$ cat config.mk
export PLATFORM = sky130hd
export DESIGN_NAME = row_ring_ctrl
export DESIGN_NICKNAME = d
export VERILOG_FILES = /design/src/rtl/row_ring_ctrl.sv
export SDC_FILE = /design/constraint.sdc
export NUM_CORES = 1
export LEC_CHECK = 0
export CAP_MARGIN = 20
export CORE_ASPECT_RATIO = 1.25
export CORE_MARGIN = 2
export CORE_UTILIZATION = 53
export DETAILED_ROUTE_END_ITERATION = 16
export GPL_TIMING_DRIVEN = 0
export PLACE_DENSITY = 0.78
export SLEW_MARGIN = 15
export SYNTH_ARGS = -nofsm -noshare
export SYNTH_HDL_FRONTEND = slang
export SYNTH_SLANG_ARGS = --single-unit
$ cat constraint.sdc
create_clock -name clk -period 5.17 [get_ports clk]
set_clock_uncertainty 0.2 [all_clocks]
set_input_delay 0.517 -clock clk [delete_from_list [all_inputs] [get_ports clk]]
set_output_delay 0.517 -clock clk [all_outputs]
set_load 0.03 [all_outputs]
$ cat src/rtl/row_ring_ctrl.sv
// Row ring-buffer controller: column/row addressing for a line-buffered window,
// with cyclic base row, registered vertical taps and a fill tracker.
module row_ring_ctrl #(
  parameter int ROW_BITS  = 4,
  parameter int COL_BITS  = 10,
  parameter int TAPS      = 3,
  parameter int DEF_ROWS  = 4,
  parameter int DEF_WIDTH = 640
) (
  input  logic                     clk,
  input  logic                     n_rst,
  input  logic                     clear,
  input  logic [ROW_BITS-1:0]      cfg_rows,
  input  logic [COL_BITS-1:0]      cfg_width,
  input  logic                     dir,
  input  logic                     pixel_valid,
  output logic [COL_BITS-1:0]      col_addr,
  output logic [ROW_BITS-1:0]      base_row,
  output logic [TAPS*ROW_BITS-1:0] tap_rows,
  output logic                     row_done,
  output logic                     window_valid,
  output logic                     cfg_err
);

  localparam int RW = ROW_BITS + 1;
  localparam int FW = $clog2(TAPS + 1);

  logic [ROW_BITS-1:0]      rows_q;
  logic [COL_BITS-1:0]      width_q;
  logic                     dir_q;
  logic [FW-1:0]            filled;
  logic                     wrap;
  logic [ROW_BITS-1:0]      base_nxt;

  // Legal rings must hold all taps plus the row currently being written.
  function automatic logic cfg_ok(input logic [ROW_BITS-1:0] rows,
                                  input logic [COL_BITS-1:0] width);
    return (int'(rows) >= TAPS + 1) && (rows != '0) && (width != '0);
  endfunction

  function automatic logic [ROW_BITS-1:0] ring_step(input logic [ROW_BITS-1:0] base,
                                                    input logic [ROW_BITS-1:0] rows,
                                                    input logic              dn);
    logic [RW-1:0] r;
    logic [RW-1:0] s;
    r = {1'b0, rows};
    if (dn) begin
      s = (base == '0) ? r - RW'(1) : {1'b0, base} - RW'(1);
    end else begin
      s = {1'b0, base} + RW'(1);
      if (s >= r) s = '0;
    end
    return s[ROW_BITS-1:0];
  endfunction

  // Taps point at completed rows, i.e. behind base_row in the ring direction.
  // For legal configs every offset lies within one ring turn, so a single
  // conditional subtract is enough.
  function automatic logic [TAPS*ROW_BITS-1:0] taps_of(input logic [ROW_BITS-1:0] base,
                                                       input logic [ROW_BITS-1:0] rows,
                                                       input logic              dn);
    logic [TAPS*ROW_BITS-1:0] t;
    logic [RW-1:0]            r;
    logic [RW-1:0]            s;
    t = '0;
    r = {1'b0, rows};
    for (int k = 0; k < TAPS; k++) begin
      if (dn) s = {1'b0, base} + RW'(k + 1);
      else    s = {1'b0, base} + r - RW'(k + 1);
      if (s >= r) s = s - r;
      t[k*ROW_BITS +: ROW_BITS] = s[ROW_BITS-1:0];
    end
    return t;
  endfunction

  always_comb begin
    wrap     = pixel_valid && !cfg_err && (col_addr == width_q - COL_BITS'(1));
    base_nxt = ring_step(base_row, rows_q, dir_q);
  end

  always_ff @(posedge clk) begin
    if (!n_rst) begin
      rows_q   <= ROW_BITS'(DEF_ROWS);
      width_q  <= COL_BITS'(DEF_WIDTH);
      dir_q    <= 1'b0;
      col_addr <= '0;
      base_row <= '0;
      tap_rows <= taps_of('0, ROW_BITS'(DEF_ROWS), 1'b0);
      filled   <= '0;
      row_done <= 1'b0;
      cfg_err  <= !cfg_ok(ROW_BITS'(DEF_ROWS), COL_BITS'(DEF_WIDTH));
    end else if (clear) begin
      rows_q   <= cfg_rows;
      width_q  <= cfg_width;
      dir_q    <= dir;
      col_addr <= '0;
      base_row <= '0;
      tap_rows <= taps_of('0, cfg_rows, dir);
      filled   <= '0;
      row_done <= 1'b0;
      cfg_err  <= !cfg_ok(cfg_rows, cfg_width);
    end else begin
      row_done <= wrap;
      if (pixel_valid && !cfg_err) begin
        if (wrap) begin
          col_addr <= '0;
          base_row <= base_nxt;
          tap_rows <= taps_of(base_nxt, rows_q, dir_q);
          if (filled != FW'(TAPS)) filled <= filled + FW'(1);
        end else begin
          col_addr <= col_addr + COL_BITS'(1);
        end
      end
    end
  end

  assign window_valid = (filled == FW'(TAPS));

endmodule

### Word level (Yosys, flattened, before mapping)

Cells that the tools add are included.

| word-level totals | value |
|---|---|
| register bits after elaboration | 45 |
| bits of input ports | 19 |
| output and inout bits | 29 |
| logic and storage cells | 95 |

| cells by class | value |
|---|---|
| $add $sub $neg | 22 |
| $lt $le $gt $ge | 8 |
| eq/ne operators | 3 |
| multiplexer cells | 37 |
| bitwise operators | 1 |
| reduce and logical (&&, ||, !) cells | 15 |

Operator list:

| kind | count |
|---|---|
| 2-to-1 mux 5 bit | 24 |
| 2-to-1 mux 12 bit | 3 |
| 2-to-1 mux 4 bit | 9 |
| greater-or-equal comparator 5 x 4 -> 1 bit | 7 |
| subtractor 4 bit | 6 |
| adder 10 x 1 -> 10 bit, second input constant | 1 |
| adder 4 x 1 -> 5 bit, second input constant | 2 |
| adder 4 x 2 -> 5 bit, second input constant | 2 |
| equality test 10 bit | 1 |
| 2-to-1 mux 10 bit | 1 |
| nonzero test 10 bit | 1 |
| subtractor 10 x 1 -> 10 bit, second input constant | 1 |
| subtractor 4 x 2 -> 5 bit, second input constant | 2 |
| subtractor 5 x 2 -> 5 bit, second input constant | 2 |
| subtractor 4 x 1 -> 4 bit, second input constant | 2 |
| adder 4 x 4 -> 5 bit | 1 |
| subtractor 4 x 1 -> 5 bit, second input constant | 1 |
| subtractor 5 x 1 -> 5 bit, second input constant | 1 |
| greater-or-equal comparator 4 x 3 -> 1 bit, second input constant | 1 |
| logical AND 1 bit | 4 |
| logical NOT 4 bit | 1 |
| AND reduction 2 bit | 2 |
| nonzero test 2 bit | 2 |
| nonzero test 4 bit | 1 |
| other kinds (7) | 8 |

### Logic depth before layout (Yosys ltp)

Gate-level depths: netlist (run 1).

| logic depth | value |
|---|---|
| word-level depth | 16 |
| gate-level depth with buffers | 25 |
| gate-level depth less buffers | 23 |

### Worst setup path before layout (run 1)

OpenSTA, ideal clock, no wires.

| timing path | value |
|---|---|
| path kind | flip-flop to flip-flop |
| from | reg base_row[0] |
| to | reg tap_rows[8] |
| library setup time | 0.119 ns |
| arrival time | 4.814 ns |
| required time | 4.851 ns |
| path slack | 0.037 ns |
| stages on the path, launching flop included | 22 |
| path buffers | 0 |
| period minus slack after synthesis | 5.133 ns |
| cell sequence | dfxtp_1 > inv_1 > ha_1 > nor3b_2 > mux2i_1 > ha_1 > and2_1 > a221o_1 > o2bb2ai_1 > ha_1 > a21oi_1 > xnor2_1 > xnor2_1 > nor2_1 > a211o_1 > inv_1 > ha_1 > a21oi_1 > o21ai_0 > a211o_1 > mux2i_1 > o221a_2 |

| on the way | value |
|---|---|
| cells in the longest elaborated chain, start to end | 16 |
| elaborated cells on any way between the ends | 21 |
| classes of those cells | 6 x add/sub; 2 x order compare; 12 x mux; 1 x reduce/logical |

RTL lines:

| element | RTL line | source |
|---|---|---|
| start: declaration | 18 | `output logic [ROW_BITS-1:0] base_row,` |
| start signal: assignment | 107 | `base_row <= base_nxt;` |
| adder 4 x 1 -> 5 bit | 50 | `s = {1'b0, base} + RW'(1);` |
| greater-or-equal comparator 5 x 4 -> 1 bit | 51 | `if (s >= r) s = '0;` |
| 2-to-1 mux 4 bit | 51 |  |
| 2-to-1 mux 4 bit (*) | 47 | `if (dn) begin` |
| via base_nxt[2] | 33 | `logic [ROW_BITS-1:0] base_nxt;` |
| adder 4 x 4 -> 5 bit | 69 | `else s = {1'b0, base} + r - RW'(k + 1);` |
| subtractor 5 x 2 -> 5 bit | 69 |  |
| 2-to-1 mux 5 bit (*) | 68 | `if (dn) s = {1'b0, base} + RW'(k + 1);` |
| 2-to-1 mux 5 bit (*) | 105 | `if (wrap) begin` |
| 2-to-1 mux 5 bit (*) | 104 | `if (pixel_valid && !cfg_err) begin` |
| 2-to-1 mux 5 bit (*) | 92 | `end else if (clear) begin` |
| 2-to-1 mux 5 bit (*) | 82 | `if (!n_rst) begin` |
| greater-or-equal comparator 5 x 4 -> 1 bit (*) | 70 | `if (s >= r) s = s - r;` |
| 2-to-1 mux 4 bit (*) | 70 |  |
| 2-to-1 mux 12 bit (*) | 105 |  |
| 2-to-1 mux 12 bit (*) | 104 |  |
| 2-to-1 mux 12 bit (*) | 92 |  |
| end signal: assignment | 88 | `tap_rows <= taps_of('0, ROW_BITS'(DEF_ROWS), 1'b0);` |
| end signal: assignment | 98 | `tap_rows <= taps_of('0, cfg_rows, dir);` |
| end signal: assignment | 108 | `tap_rows <= taps_of(base_nxt, rows_q, dir_q);` |
| end: declaration | 19 | `output logic [TAPS*ROW_BITS-1:0] tap_rows,` |

The timed path passes the listed nets; every way through them passes the cells marked *. The select of a mux whose other input is x is not followed.
A chain may end at the register's enable or synchronous reset.

### Worst setup path in the final report (run 1)

Same ends and word-level chain as after synthesis.

==> results of run 1 <==
[layout make-up]
| type | count | area (sq um) |
|---|---|---|
| fillers | 660 | 2580 |
| well taps | 97 | 121 |
| flip-flops and latches | 45 | 911 |
| clock inverters | 3 | 22.5 |
| multi-input cells | 443 | 3530 |
| plain buffers | 27 | 165 |
| clock buffers | 5 | 68.8 |
| repair buffers | 75 | 693 |
| inverters | 39 | 150 |
[worst max-delay path, cell delays in order (launching register included)]
cell and delay (ns):
dfxtp_4 0.35, buf_4 0.16, inv_1 0.06, ha_2 0.17, nor3b_4 0.26, mux2i_2 0.31, ha_2 0.23, nor2_1 0.05
a221o_2 0.42, o2bb2ai_4 0.22, ha_4 0.27, xor2_4 0.19, buf_6 0.13, o21ai_1 0.08, xnor2_1 0.21, nor2_1 0.06
a211o_1 0.31, inv_2 0.07, ha_4 0.20, a21oi_2 0.10, o21ai_0 0.08, a211o_1 0.35, mux2i_2 0.19, o221a_2 0.27
[routing by layer]
layer | part of all wire, % | vias to the layer above
met3 | 5.8 | 42
met2 | 51 | 185
met4 | 3.9 | 0
met5 | 0 | -
li1 | - | 2162
met1 | 40 | 2186
[sequential cells by signal, summed over array words and instances, names as in the netlist]
register and cells:
base_row 4, cfg_err 1, col_addr 10, dir_q 1
filled 2, row_done 1, rows_q 4, tap_rows 12
width_q 10
[final timing paths]
check | endpoint | slack [ns] | cells after the start
worst max-delay path | tap_rows[8] | 0.07 | 23
worst min-delay path | tap_rows[10] | 0.31 | 2
worst max register to register | tap_rows[8] | 0.07 | 23
worst min register to register | tap_rows[10] | 0.31 | 2
[timing repair]
| action | in CTS | in global routing |
|---|---|---|
| gates cloned | 0 | 0 |
| pin swaps | 4 | 18 |
| setup endpoints to repair | 12 | 12 |
| buffers inserted | 4 | 24 |
| gates resized for setup | 24 | 37 |
[cell families after synthesis]
group / after synthesis / share of synthesized area, %
xor+xnor: 35 / 7.16
mux: 32 / 7.32
compound gates: 149 / 24.2
buf+inv: 66 / 6.60
simple gates: 182 / 21.3
flops: 45 / 20.1
fa+ha+maj: 45 / 13.3
[layout by cell type, fill, tap and decap left out, types with 6 or more instances in the layout]
| master | instances |
|---|---|
| a211oi_1 | 6 |
| a21o_1 | 10 |
| a21oi_1 | 24 |
| and3_1 | 8 |
| buf_4 | 28 |
| clkbuf_1 | 15 |
| clkbuf_8 | 6 |
| clkdlybuf4s50_1 | 47 |
| dfxtp_1 | 41 |
| ha_1 | 33 |
| inv_1 | 35 |
| mux2_2 | 6 |
| mux2i_1 | 23 |
| nand2_1 | 40 |
| nand2b_1 | 9 |
| nand3_1 | 14 |
| nand3b_1 | 6 |
| nand4_1 | 6 |
| nor2_1 | 51 |
| nor2b_1 | 7 |
| nor3_1 | 6 |
| o211ai_1 | 8 |
| o21ai_0 | 30 |
| o31ai_1 | 6 |
| xnor2_1 | 15 |
| xor2_1 | 15 |
[metrics by stage]
step           TNS (ns)  power [W]  hold slack, ns
5_1_grt          -0.950    0.00129           0.337
2_1_floorplan         0   0.000785           0.261
4_1_cts               0    0.00115           0.319
6_report              0    0.00122           0.314
3_5_place_dp      -5.73   0.000915           0.297
3_3_place_gp      -4.10   0.000899           0.272
[power by group]
part | total [W] | leakage (nW) | internal (W) | switching (W)
sequential | 0.000377 | 0.371 | 0.000360 | 0.0000173
clock | 0.000224 | 0.0481 | 0.0000960 | 0.000128
combinational | 0.000617 | 1.91 | 0.000284 | 0.000333
total | 0.00122 | 2.33 | 0.000740 | 0.000478
[synthesized netlist by cell type, types with 9 or more instances]
cell and n:
nand3_1 15, nand2b_1 9, xnor2_1 16, nand2_1 41, ha_1 41, nor2_1 51, a21oi_1 28, dfxtp_1 45
a21o_1 11, mux2i_1 26, inv_1 38, o21ai_0 35, xor2_1 18, clkbuf_1 15
==> results.sh, run 1 <==
export IMPL_status="finished clean"
export IMPL_synth_edf_count=0
export IMPL_num_vias=4575
export IMPL_final_cells=734
export IMPL_critPathLaunchType="register"
export IMPL_grt_max_degree=16
export IMPL_worstMarginPinSlew_ns=0.827
export IMPL_die_y_microns=107
export IMPL_pin_count=48
export IMPL_die_x_microns=86.2
export IMPL_clock_sinks=45
export IMPL_drv_slew=0
export IMPL_period_share_pct=98.6
export IMPL_synth_distinct_cells=82
export IMPL_drt_pre_antenna_iters=5
export IMPL_vias_per_cell=6.23
export IMPL_met2_usage_pct=47.2
export IMPL_hp_class="register to register"
export IMPL_grt_overflow=0
export IMPL_cap_viol_max_count=0
export IMPL_synth_area_sq_um=4480
export IMPL_syn_inst=554
export IMPL_hpwl_microns=9550
export IMPL_yosysTopAreaCell="dfxtp_1"
export IMPL_top_usage_layer="met2"
export IMPL_met1_usage_pct=34.3
export IMPL_grtUsageTotal_pct=26.9
export IMPL_drc=0
export IMPL_regToRegStartpoint="base_row[0]"
export IMPL_cts_buffers=5
export IMPL_yosysSeqAreaShare_pct=20.1
export IMPL_rows=37
export IMPL_critPathArrivalTime_ns=5.08
export IMPL_grt_pass1_wl_microns=20300
export IMPL_syn_mean_instance_area_sq_um=8.08
export IMPL_synth_top_area_share_pct=20.1
export IMPL_period_minus_slack_ns=5.10
export IMPL_place_ws_ns=-0.584
export IMPL_clock_latency_ns=0.31
export IMPL_dpl_cell_count=698
export IMPL_die_area_sq_um=9200
export IMPL_ys_warn_count=0
export IMPL_area_growth_pct=26.4
export IMPL_final_core_util_pct=68.7
export IMPL_hold_viol_final=0
export IMPL_worstPathMaxFanout=6
export IMPL_cp_required_ns=5.16
export IMPL_async_flop_share_pct=0
export IMPL_place_port_buffers=47
export IMPL_grt_antenna_before_repair=0
export IMPL_placed_area_sq_um=5070
export IMPL_grt_pass1_vias=4228
export IMPL_slew_headroom_pct=44.3
export IMPL_synth_seq_cells=45
export IMPL_cellPowerDensity_nw_per_um2=215
export IMPL_setup_ws_ns=0.0749
export IMPL_routed_wl_microns=13200
export IMPL_synth_net_count=618
export IMPL_htree_levels=2
export IMPL_n_antenna_cell=0
export IMPL_leakage_nw=2.33
export IMPL_cts_root_buf="clkbuf_8"
export IMPL_grt_use_met3_pct=2.85
export IMPL_layout_nets=700
export IMPL_wl_per_cell_microns=18.0
export IMPL_hold_buffers=0
export IMPL_final_area_sq_um=5660
export IMPL_start_util_pct=54.3
export IMPL_cts_buffer_depth=2
export IMPL_startpoint="base_row[0]"
export IMPL_synth_top_flop_cell="dfxtp_1"
export IMPL_setup_violations=0
export IMPL_fmax_mhz=196
export IMPL_clk_pin_slew_ns=0.09
export IMPL_crit_type="register to register"
export IMPL_critPathCaptureType="register"
export IMPL_ant_nets=0
export IMPL_cts_tree="yes"
export IMPL_core_area_sq_um=8240
export IMPL_holdCritStartpoint="tap_rows[10]"
export IMPL_drive_above_1_share_pct=17.9
export IMPL_gp_congestion=0.978
export IMPL_vdd_drop_max_v=0.000141
export IMPL_drt_initial_drc_count=265
export IMPL_ys_top_cells_by_area="dfxtp_1, ha_1, mux2i_1"
(Power assumes the default switching activity.)
==> inputs of run 2 (changes only) <==
--- a/config.mk
+++ b/config.mk
@@ -5,6 +5,7 @@
 export SDC_FILE = /design/constraint.sdc
 export NUM_CORES = 1
 export LEC_CHECK = 0
+export ABC_CLOCK_PERIOD_IN_PS = 5170
 export CAP_MARGIN = 20
 export CORE_ASPECT_RATIO = 1.25
 export CORE_MARGIN = 2
==> results of run 2 <==
Same layout as run 1: the final DEF is identical, and so are final timing and power.
